$ cat config.mk
export PLATFORM = sky130hd
export DESIGN_NAME = shade_dispatch_flat
export DESIGN_NICKNAME = d
export VERILOG_FILES = /design/src/rtl/shade_pkg.sv /design/src/rtl/shade_dispatch_if.sv /design/src/rtl/tri_fifo.sv /design/src/rtl/shade_dispatch.sv /design/src/flat_wrapper.sv
export SDC_FILE = /design/constraint.sdc
export NUM_CORES = 1
export LEC_CHECK = 0
export CAP_MARGIN = 0
export CELL_PAD_IN_SITES_DETAIL_PLACEMENT = 1
export CELL_PAD_IN_SITES_GLOBAL_PLACEMENT = 2
export CORE_MARGIN = 1.5
export CORE_UTILIZATION = 40
export CTS_CLUSTER_SIZE = 30
export DETAILED_ROUTE_END_ITERATION = 10
export DONT_BUFFER_PORTS = 1
export PLACE_DENSITY_LB_ADDON = 0.1
export SETUP_SLACK_MARGIN = 0.2
export SYNTH_ARGS = -nofsm -noshare
export SYNTH_HDL_FRONTEND = slang
export SYNTH_SLANG_ARGS = --single-unit
$ cat constraint.sdc
create_clock -name clk -period 8.9 [get_ports clk]
set_input_delay 1.335 -clock clk [delete_from_list [all_inputs] [get_ports clk]]
set_output_delay 1.335 -clock clk [all_outputs]
set_load 0.02 [all_outputs]
$ cat src/rtl/shade_pkg.sv
// shade_pkg: shared types and constants for the flat-shader dispatch block.
package shade_pkg;
    localparam int COLOR_W  = 4;
    localparam int DEF_ID_W = 8;
    typedef enum logic [2:0] {INIT, IDLE, LAUNCH, ARM, BUSY} disp_state_t;
    typedef struct packed {
        logic [31:0] x, y, z;
    } vec3_t;
    typedef struct packed {
        vec3_t p1, p2, p3;
        logic [DEF_ID_W-1:0] id;
    } tri_entry_t;
endpackage

$ cat src/rtl/shade_dispatch_if.sv
// shade_dispatch_if: triangle input stream, shader launch port and result stream.
interface shade_dispatch_if import shade_pkg::*; #(parameter int ID_W = DEF_ID_W);
    logic                in_valid, in_ready;
    vec3_t               in_p1, in_p2, in_p3;
    logic [ID_W-1:0]     in_id;
    logic                sh_start, sh_sreset;
    vec3_t               sh_p1, sh_p2, sh_p3;
    logic                sh_done;
    logic [COLOR_W-1:0]  sh_color;
    logic                res_valid, res_ready;
    logic [COLOR_W-1:0]  res_color;
    logic [ID_W-1:0]     res_id;
    logic                res_err, idle;
    modport slave (
        input  in_valid, in_p1, in_p2, in_p3, in_id, sh_done, sh_color, res_ready,
        output in_ready, sh_start, sh_sreset, sh_p1, sh_p2, sh_p3,
               res_valid, res_color, res_id, res_err, idle
    );
    modport master (
        output in_valid, in_p1, in_p2, in_p3, in_id, sh_done, sh_color, res_ready,
        input  in_ready, sh_start, sh_sreset, sh_p1, sh_p2, sh_p3,
               res_valid, res_color, res_id, res_err, idle
    );
endinterface

$ cat src/rtl/tri_fifo.sv
// tri_fifo: synchronous FIFO of triangle entries; pushes while full and pops while empty are ignored.
module tri_fifo import shade_pkg::*; #(
    parameter int  DEPTH = 4,
    parameter type T     = tri_entry_t
) (
    input  logic                   clk,
    input  logic                   areset_n,
    input  logic                   push,
    input  logic                   pop,
    input  T                       din,
    output logic                   full,
    output logic                   empty,
    output T                       head,
    output logic [$clog2(DEPTH):0] count
);
    localparam int AW = $clog2(DEPTH);
    T mem [DEPTH];
    logic [AW-1:0] wp, rp;
    logic do_push, do_pop;
    assign full    = count == (AW+1)'(DEPTH);
    assign empty   = count == '0;
    assign do_push = push && !full;
    assign do_pop  = pop && !empty;
    assign head    = mem[rp];
    always_ff @(posedge clk or negedge areset_n) begin
        if (!areset_n) begin
            wp    <= '0;
            rp    <= '0;
            count <= '0;
        end else begin
            if (do_push) wp <= wp + AW'(1);
            if (do_pop) rp <= rp + AW'(1);
            count <= count + (AW+1)'(do_push) - (AW+1)'(do_pop);
        end
    end
    always_ff @(posedge clk) begin
        if (do_push) mem[wp] <= din;
    end
endmodule

$ cat src/rtl/shade_dispatch.sv
// shade_dispatch: buffers triangles and runs the flat shader one triangle at a time.
// Optional watchdog abort of a hung shader is enabled by defining SHADE_WDOG_EN.
module shade_dispatch import shade_pkg::*; #(
    parameter int DEPTH   = 4,
    parameter int ID_W    = DEF_ID_W,
    parameter int TIMEOUT = 255
) (
    input logic             clk,
    input logic             areset_n,
    shade_dispatch_if.slave bus
);
    typedef struct packed {
        vec3_t p1, p2, p3;
        logic [ID_W-1:0] id;
    } entry_t;
    entry_t din, head;
    logic [$clog2(DEPTH):0] count;
    logic full, empty, pop, load, fire;
    logic [ID_W-1:0] cur_id;
    disp_state_t state, nxt;
    assign din = '{p1: bus.in_p1, p2: bus.in_p2, p3: bus.in_p3, id: bus.in_id};
    tri_fifo #(.DEPTH(DEPTH), .T(entry_t)) u_fifo (
        .clk(clk), .areset_n(areset_n), .push(bus.in_valid), .pop(pop), .din(din),
        .full(full), .empty(empty), .head(head), .count(count)
    );
    assign bus.in_ready = !full;
    assign bus.sh_start = state == LAUNCH;
    assign bus.idle     = count == '0 && state == IDLE && !bus.res_valid;
`ifdef SHADE_WDOG_EN
    localparam int WD_W = $clog2(TIMEOUT + 1);
    logic [WD_W-1:0] wd;
    always_ff @(posedge clk or negedge areset_n) begin
        if (!areset_n) wd <= '0;
        else if (state == LAUNCH) wd <= '0;
        else if (state == BUSY) wd <= wd + WD_W'(1);
    end
    assign fire = state == BUSY && !bus.sh_done && wd == WD_W'(TIMEOUT - 1);
`else
    assign fire = 1'b0;
`endif
    always_comb begin
        nxt  = state;
        pop  = 1'b0;
        load = 1'b0;
        unique case (state)
            INIT:   nxt = IDLE;
            IDLE: begin
                pop = !empty && (!bus.res_valid || bus.res_ready);
                nxt = pop ? LAUNCH : IDLE;
            end
            LAUNCH: nxt = ARM;
            // the shader still reports done while leaving idle, so done is only trusted from BUSY on
            ARM:    nxt = BUSY;
            BUSY: begin
                load = bus.sh_done || fire;
                nxt  = load ? IDLE : BUSY;
            end
            default: nxt = INIT;
        endcase
    end
    always_ff @(posedge clk or negedge areset_n) begin
        if (!areset_n) begin
            state         <= INIT;
            bus.sh_sreset <= 1'b0;
            bus.sh_p1     <= '0;
            bus.sh_p2     <= '0;
            bus.sh_p3     <= '0;
            cur_id        <= '0;
            bus.res_valid <= 1'b0;
            bus.res_color <= '0;
            bus.res_id    <= '0;
            bus.res_err   <= 1'b0;
        end else begin
            state         <= nxt;
            bus.sh_sreset <= state == INIT || fire;
            if (pop) begin
                bus.sh_p1 <= head.p1;
                bus.sh_p2 <= head.p2;
                bus.sh_p3 <= head.p3;
                cur_id    <= head.id;
            end
            if (load) begin
                bus.res_valid <= 1'b1;
                bus.res_color <= fire ? '0 : bus.sh_color;
                bus.res_id    <= cur_id;
                bus.res_err   <= fire;
            end else if (bus.res_valid && bus.res_ready) begin
                bus.res_valid <= 1'b0;
                bus.res_color <= '0;
                bus.res_id    <= '0;
                bus.res_err   <= 1'b0;
            end
        end
    end
endmodule
$ cat src/flat_wrapper.sv
// flat-port wrapper written by rule: the top's interface ports become plain ports
module shade_dispatch_flat import shade_pkg::*;
#(
    parameter int DEPTH   = 4,
    parameter int ID_W    = DEF_ID_W,
    parameter int TIMEOUT = 255
)
  (clk, areset_n, bus_in_valid, bus_in_p1, bus_in_p2, bus_in_p3, bus_in_id, bus_sh_done, bus_sh_color, bus_res_ready, bus_in_ready, bus_sh_start, bus_sh_sreset, bus_sh_p1, bus_sh_p2, bus_sh_p3, bus_res_valid, bus_res_color, bus_res_id, bus_res_err, bus_idle);
  shade_dispatch_if #(.ID_W(ID_W)) bus_i ();
  input logic clk;
  input logic areset_n;
  input wire logic [$bits(bus_i.in_valid)-1:0] bus_in_valid;
  input wire logic [$bits(bus_i.in_p1)-1:0] bus_in_p1;
  input wire logic [$bits(bus_i.in_p2)-1:0] bus_in_p2;
  input wire logic [$bits(bus_i.in_p3)-1:0] bus_in_p3;
  input wire logic [$bits(bus_i.in_id)-1:0] bus_in_id;
  input wire logic [$bits(bus_i.sh_done)-1:0] bus_sh_done;
  input wire logic [$bits(bus_i.sh_color)-1:0] bus_sh_color;
  input wire logic [$bits(bus_i.res_ready)-1:0] bus_res_ready;
  output wire logic [$bits(bus_i.in_ready)-1:0] bus_in_ready;
  output wire logic [$bits(bus_i.sh_start)-1:0] bus_sh_start;
  output wire logic [$bits(bus_i.sh_sreset)-1:0] bus_sh_sreset;
  output wire logic [$bits(bus_i.sh_p1)-1:0] bus_sh_p1;
  output wire logic [$bits(bus_i.sh_p2)-1:0] bus_sh_p2;
  output wire logic [$bits(bus_i.sh_p3)-1:0] bus_sh_p3;
  output wire logic [$bits(bus_i.res_valid)-1:0] bus_res_valid;
  output wire logic [$bits(bus_i.res_color)-1:0] bus_res_color;
  output wire logic [$bits(bus_i.res_id)-1:0] bus_res_id;
  output wire logic [$bits(bus_i.res_err)-1:0] bus_res_err;
  output wire logic [$bits(bus_i.idle)-1:0] bus_idle;
  assign bus_i.in_valid = bus_in_valid;
  assign bus_i.in_p1 = bus_in_p1;
  assign bus_i.in_p2 = bus_in_p2;
  assign bus_i.in_p3 = bus_in_p3;
  assign bus_i.in_id = bus_in_id;
  assign bus_i.sh_done = bus_sh_done;
  assign bus_i.sh_color = bus_sh_color;
  assign bus_i.res_ready = bus_res_ready;
  assign bus_in_ready = bus_i.in_ready;
  assign bus_sh_start = bus_i.sh_start;
  assign bus_sh_sreset = bus_i.sh_sreset;
  assign bus_sh_p1 = bus_i.sh_p1;
  assign bus_sh_p2 = bus_i.sh_p2;
  assign bus_sh_p3 = bus_i.sh_p3;
  assign bus_res_valid = bus_i.res_valid;
  assign bus_res_color = bus_i.res_color;
  assign bus_res_id = bus_i.res_id;
  assign bus_res_err = bus_i.res_err;
  assign bus_idle = bus_i.idle;
  shade_dispatch #(.DEPTH(DEPTH), .ID_W(ID_W), .TIMEOUT(TIMEOUT)) u_core (.clk(clk), .areset_n(areset_n), .bus(bus_i));
endmodule
# == After elaboration in Yosys (flattened, before gate mapping) ==
# Memory sizes are Yosys's and may differ from the RTL's. A register that Yosys moved wholly into a read port is not among the register bits.
# Index checks and enable logic that the tools add are counted.
# word_totals
reg_bits,25
latchBits,0
ram_bits,1184
mem_bits_ro,0
inputBits,305
output_inout_bits,306
word_cells,47
mem_count,1
# classes
add_sub_neg,4
n_mul,0
n_div,0
n_lt_le_gt_ge,0
eq_ne,5
n_shift,0
muxes,14
n_bitwise,0
n_reduce_logical,14
# mem_list
name,words,word_bits,rd,rd_clocked_by_memory_dff,write_ports,line,rtl
u_core.u_fifo.mem,4,296,1,1,1,tri_fifo.sv:17,T mem [DEPTH];
# ops
cell,n
$mux W8,2
$pmux W3 S5,1
$mux W4,2
$mux W1,7
$eq A3 B2 Y1 const B,2
$eq A3 B3 Y1 const B,2
$logic_and A1 B1 Y1,6
$logic_not A3 Y1,2
$add A2 B1 Y2 const B,2
$logic_not A1 Y1,4
$add A3 B1 Y3,1
$eq A3 B1 Y1 const B,1
$mux W3,1
$sub A3 B1 Y3,1
$mux W2,1
$reduce_bool A2 Y1,1
$logic_or A1 B1 Y1,1

# == Depth between registers and ports, before layout ==
# depth
ltp_word,6
depth_mapped,10
ltp_nobuf,9

# == By module ==
# From an unflattened synthesis, not the netlist that was laid out.
# hier_totals
hier_cells,2291
area_unflattened_um2,55027.8
# modules_own_cells
mod,n_inst,cells_per_inst,area_each_um2,seq_area_each_um2
tri_fifo,1,1588,43175.2,35729.3
shade_dispatch,1,703,11852.6,7832.5

# == Worst setup path after synthesis ==
# OpenSTA, ideal clock, no wires.
# synth_path
path_type,input to register
startpoint,input port bus_in_valid
endpoint,"memory u_core.u_fifo.mem[3][0] in the netlist's numbering, enable pin"
setup_ps,698
t_arrival_ps,8117
required_time_ps,8202
path_slack_ps,85
path_stages,1
path_buffers,0
path_cell_list,and3_1
# synth_between
elab_chain_len,3
# synth_lines
item,line,rtl
"start, declared",flat_wrapper.sv:12,input wire logic [$bits(bus_i.in_valid)-1:0] bus_in_valid;
$logic_and A1 B1 Y1,tri_fifo.sv:22,assign do_push = push && !full;
$mux W1,tri_fifo.sv:37,if (do_push) mem[wp] <= din;
$mux W1 (implied by the code),tri_fifo.sv:37,
"end, declared",tri_fifo.sv:17,
# Every way passes these cells.

# == Final worst setup path ==
# layout_path
startpoint,register u_core.u_fifo.count[1]
endpoint,output port bus_idle
# layout_between
elab_chain_len,3
# layout_lines
item,line,rtl
"start, declared",tri_fifo.sv:14,output logic [$clog2(DEPTH):0] count
"start signal, assigned",tri_fifo.sv:33,count <= count + (AW+1)'(do_push) - (AW+1)'(do_pop);
$logic_not A3 Y1,shade_dispatch.sv:28,assign bus.idle = count == '0 && state == IDLE && !bus.res_valid;
$logic_and A1 B1 Y1 (2 in a row),shade_dispatch.sv:28,
"end, declared",flat_wrapper.sv:30,output wire logic [$bits(bus_i.idle)-1:0] bus_idle;
# Every way passes these cells.

==> results.cfg <==
[route]
drc = 0
routedWlPerCell_um = 29.1
drt_wl_total_um = 124000
final_antenna_net_count = 0
dr.pass1.iters = 4
drt_iter0_drc = 1121
viasPerCell = 5.27
num_vias = 22500

[timing]
skew_ps = 31.7
fin_ws_ps = 5030
rsz0062_at_grt = no
finalMaxSlewViolations = 0
finalHoldViolations = 0
setup_violations = 0
fin_crit_ps = 3870
max-slew-margin-rel = 0.258
hold_slack_ps = 281
max_freq_mhz = 258
post-route-period-util = 0.435
tightest_slew_ps = 1110
fin_setup_tns_ps = 0

[clock_tree]
postCtsSetupBuffers = 0
ctsHoldBuffers = 0
cts_resized = 0
cts_buffers = 165
cts_tree = yes
clkLatencyLatePin_ps = 760
cts_max_level = 4
clk_pin_slew_ps = 50
clock_path_buffers = 3
root_buffer = clkbuf_16
cts_sinks = 1504

[placement]
numPortBuffers = 0
dp_cells = 3958
dpl.hpwl_um = 68700
placed_area_um2 = 56600
routabilityCongestion = 0.703
place_ws_ps = 4840

[critical_path]
endpoint_kind = output port
r2r_cells = 4
cp_slowest_cell = nor3b_1
crit_arrival_ps = 2540
max_stage_delay_ps = 830
timing.rr.start = u_core.u_fifo.rp[0]
r2r_slack_ps = 5300
required_ps = 7570
path_class = reg2out
crit_chain = nor3_1, nor3b_1
worstSetupStartpointType = flip-flop
crit_fanout = 4
r2r_end = u_core.bus.sh_p1[18]

[layout]
instances_no_fill = 4273
syn_to_final_growth_pct = 13.6
nets = 2656
final_area_um2 = 62000
fin_util = 0.458
drive_gt1_frac = 0.315

[yosys]
synth_area_leader_cell = edfxtp_1
yosys_warnings = 0
syn_inst = 2256
synth_ff_type = edfxtp_1
synth.distinct_cells = 33
synth.top_cell.area_share = 0.651
synth-simple-area-share = 0.00254
synth_fp_nets = 2568
synth-compound-area-share = 0.00243
async_flop_share = 0.213
synth_mux_area_frac = 0.183
synth_area_um2 = 54600
synth-seq-area-share = 0.798
synth_xor_area_frac = 0.000802
synth_top_family_by_area = multiplexers
synth_edf_count = 1184
synth_fa_ha_area_frac = 0.00174
syn_area_per_cell_um2 = 24.2
ys_ff_latch = 1504
synth_area_leaders = edfxtp_1, dfrtp_1, mux4_2

[power_and_ir_drop]
power_leakage_nw = 20.7
p_per_area_nw_per_um2 = 379
power_mw = 23.5
ir_worst_vdd_mv = 0.400

[floorplan]
dieHeight_um = 373
core_area_um2 = 135000
initial_core_util = 0.403
row_count = 135
dieArea_um2 = 139000
die_x_um = 373
ios = 611

[min_path]
hold_path_class = in2async

[grt]
grt_use_met2 = 0.299
grt-ovfl-total = 0
grt_pass1_vias = 25100
grt_usage = 0.179
grt_pass1_wl_um = 179000
grt_max_degree = 321
globalRouteMet3Util = 0.0835
antenna_found_initial = 5
met1_usage = 0.205
gr-max-usage-layer = met2

[job]
maxCapViolCount = 0

[run_status]
status = finished clean
[worst max-delay path: cells and delay by family (launching register included)]
kind / cells / cell delay [ps]
and+or+nand+nor: 2 / 1400
DFF: 1 / 390
[synth_stat cells (all sizes together), types with 2 or more instances]
master	number
ha	6
nor2b	3
inv	7
dfrtp	320
a22o	12
buf	66
nor2	2
mux2	297
mux4	296
and3	4
or3b	2
xnor2	4
edfxtp	1184
nor3	3
clkbuf	36
or2	2
[final cells by class]
type	instances	area, um2
fill	11900	73400
inverter	7	26.3
clock inverter	65	617
clock buffer	246	4790
antenna	4	10.0
timing repair buffer	23	323
sequential	1504	43600
tap	1781	2230
multi-input combinational	643	10500
[power breakdown]
part / switching (mW) / internal (mW)
registers: 2.06 / 9.62
clock network: 2.73 / 3.99
logic: 2.48 / 2.64
total: 7.27 / 16.2
[worst max path at each step]
| stage | startpoint | endpoint | slack, ps | cells after the start |
|---|---|---|---|---|
| after global placement | bus_res_ready | u_core.bus.sh_p3[26] | 4870 | 5 |
| after global routing | u_core.u_fifo.count[1] | bus_idle | 4820 | 2 |
| after CTS | u_core.u_fifo.count[1] | bus_idle | 4930 | 2 |
| after floorplan | bus_in_valid | u_core.u_fifo.mem[3][0] | 3530 | 1 |
| after detailed placement | bus_res_ready | u_core.bus.sh_p1[85] | 4840 | 5 |
| final | u_core.u_fifo.count[1] | bus_idle | 5030 | 2 |
[state kept, by name, indices dropped and copies added, names as in the netlist, 3 cells and up]
signal,cells
u_core.state,3
u_core.bus.res_color,4
u_core.u_fifo.count,3
u_core.bus.sh_p2,96
u_core.u_fifo.mem,1184
u_core.bus.res_id,8
u_core.bus.sh_p3,96
u_core.cur_id,8
u_core.bus.sh_p1,96
[placed cells by master (no fill, tap or decap), drive strengths merged, types with 2 or more instances in the layout]
master,synthesis,layout
nor2,2,2
or3b,2,2
or2,2,2
edfxtp,1184,1184
and3,4,4
xnor2,4,4
ha,6,6
buf,66,23
nor2b,3,3
dfrtp,320,320
a22o,12,12
clkinvlp,0,4
nor3,3,3
bufinv,0,9
mux2,297,297
clkinv,0,47
mux4,296,296
clkbuf,36,246
inv,7,12
diode,0,4
[routing by layer]
metal | vias up | part of all wire
met5 | - | 0
met3 | 196 | 0.11
met4 | 0 | 0.025
met2 | 596 | 0.51
li1 | 9525 | -
met1 | 12200 | 0.36
[kinds of logic (layout without fill, tap and decap cells)]
kind of cell | Yosys count | in the layout
other | 1 | 5
and+or+nand+nor | 21 | 21
muxes | 593 | 593
DFF | 1504 | 1504
AOI/OAI and AO/OA | 16 | 16
xor gates and xnor gates | 5 | 5
adders and majority gates | 7 | 7
buffers and inverters | 109 | 341
(Power assumes the default switching activity.)
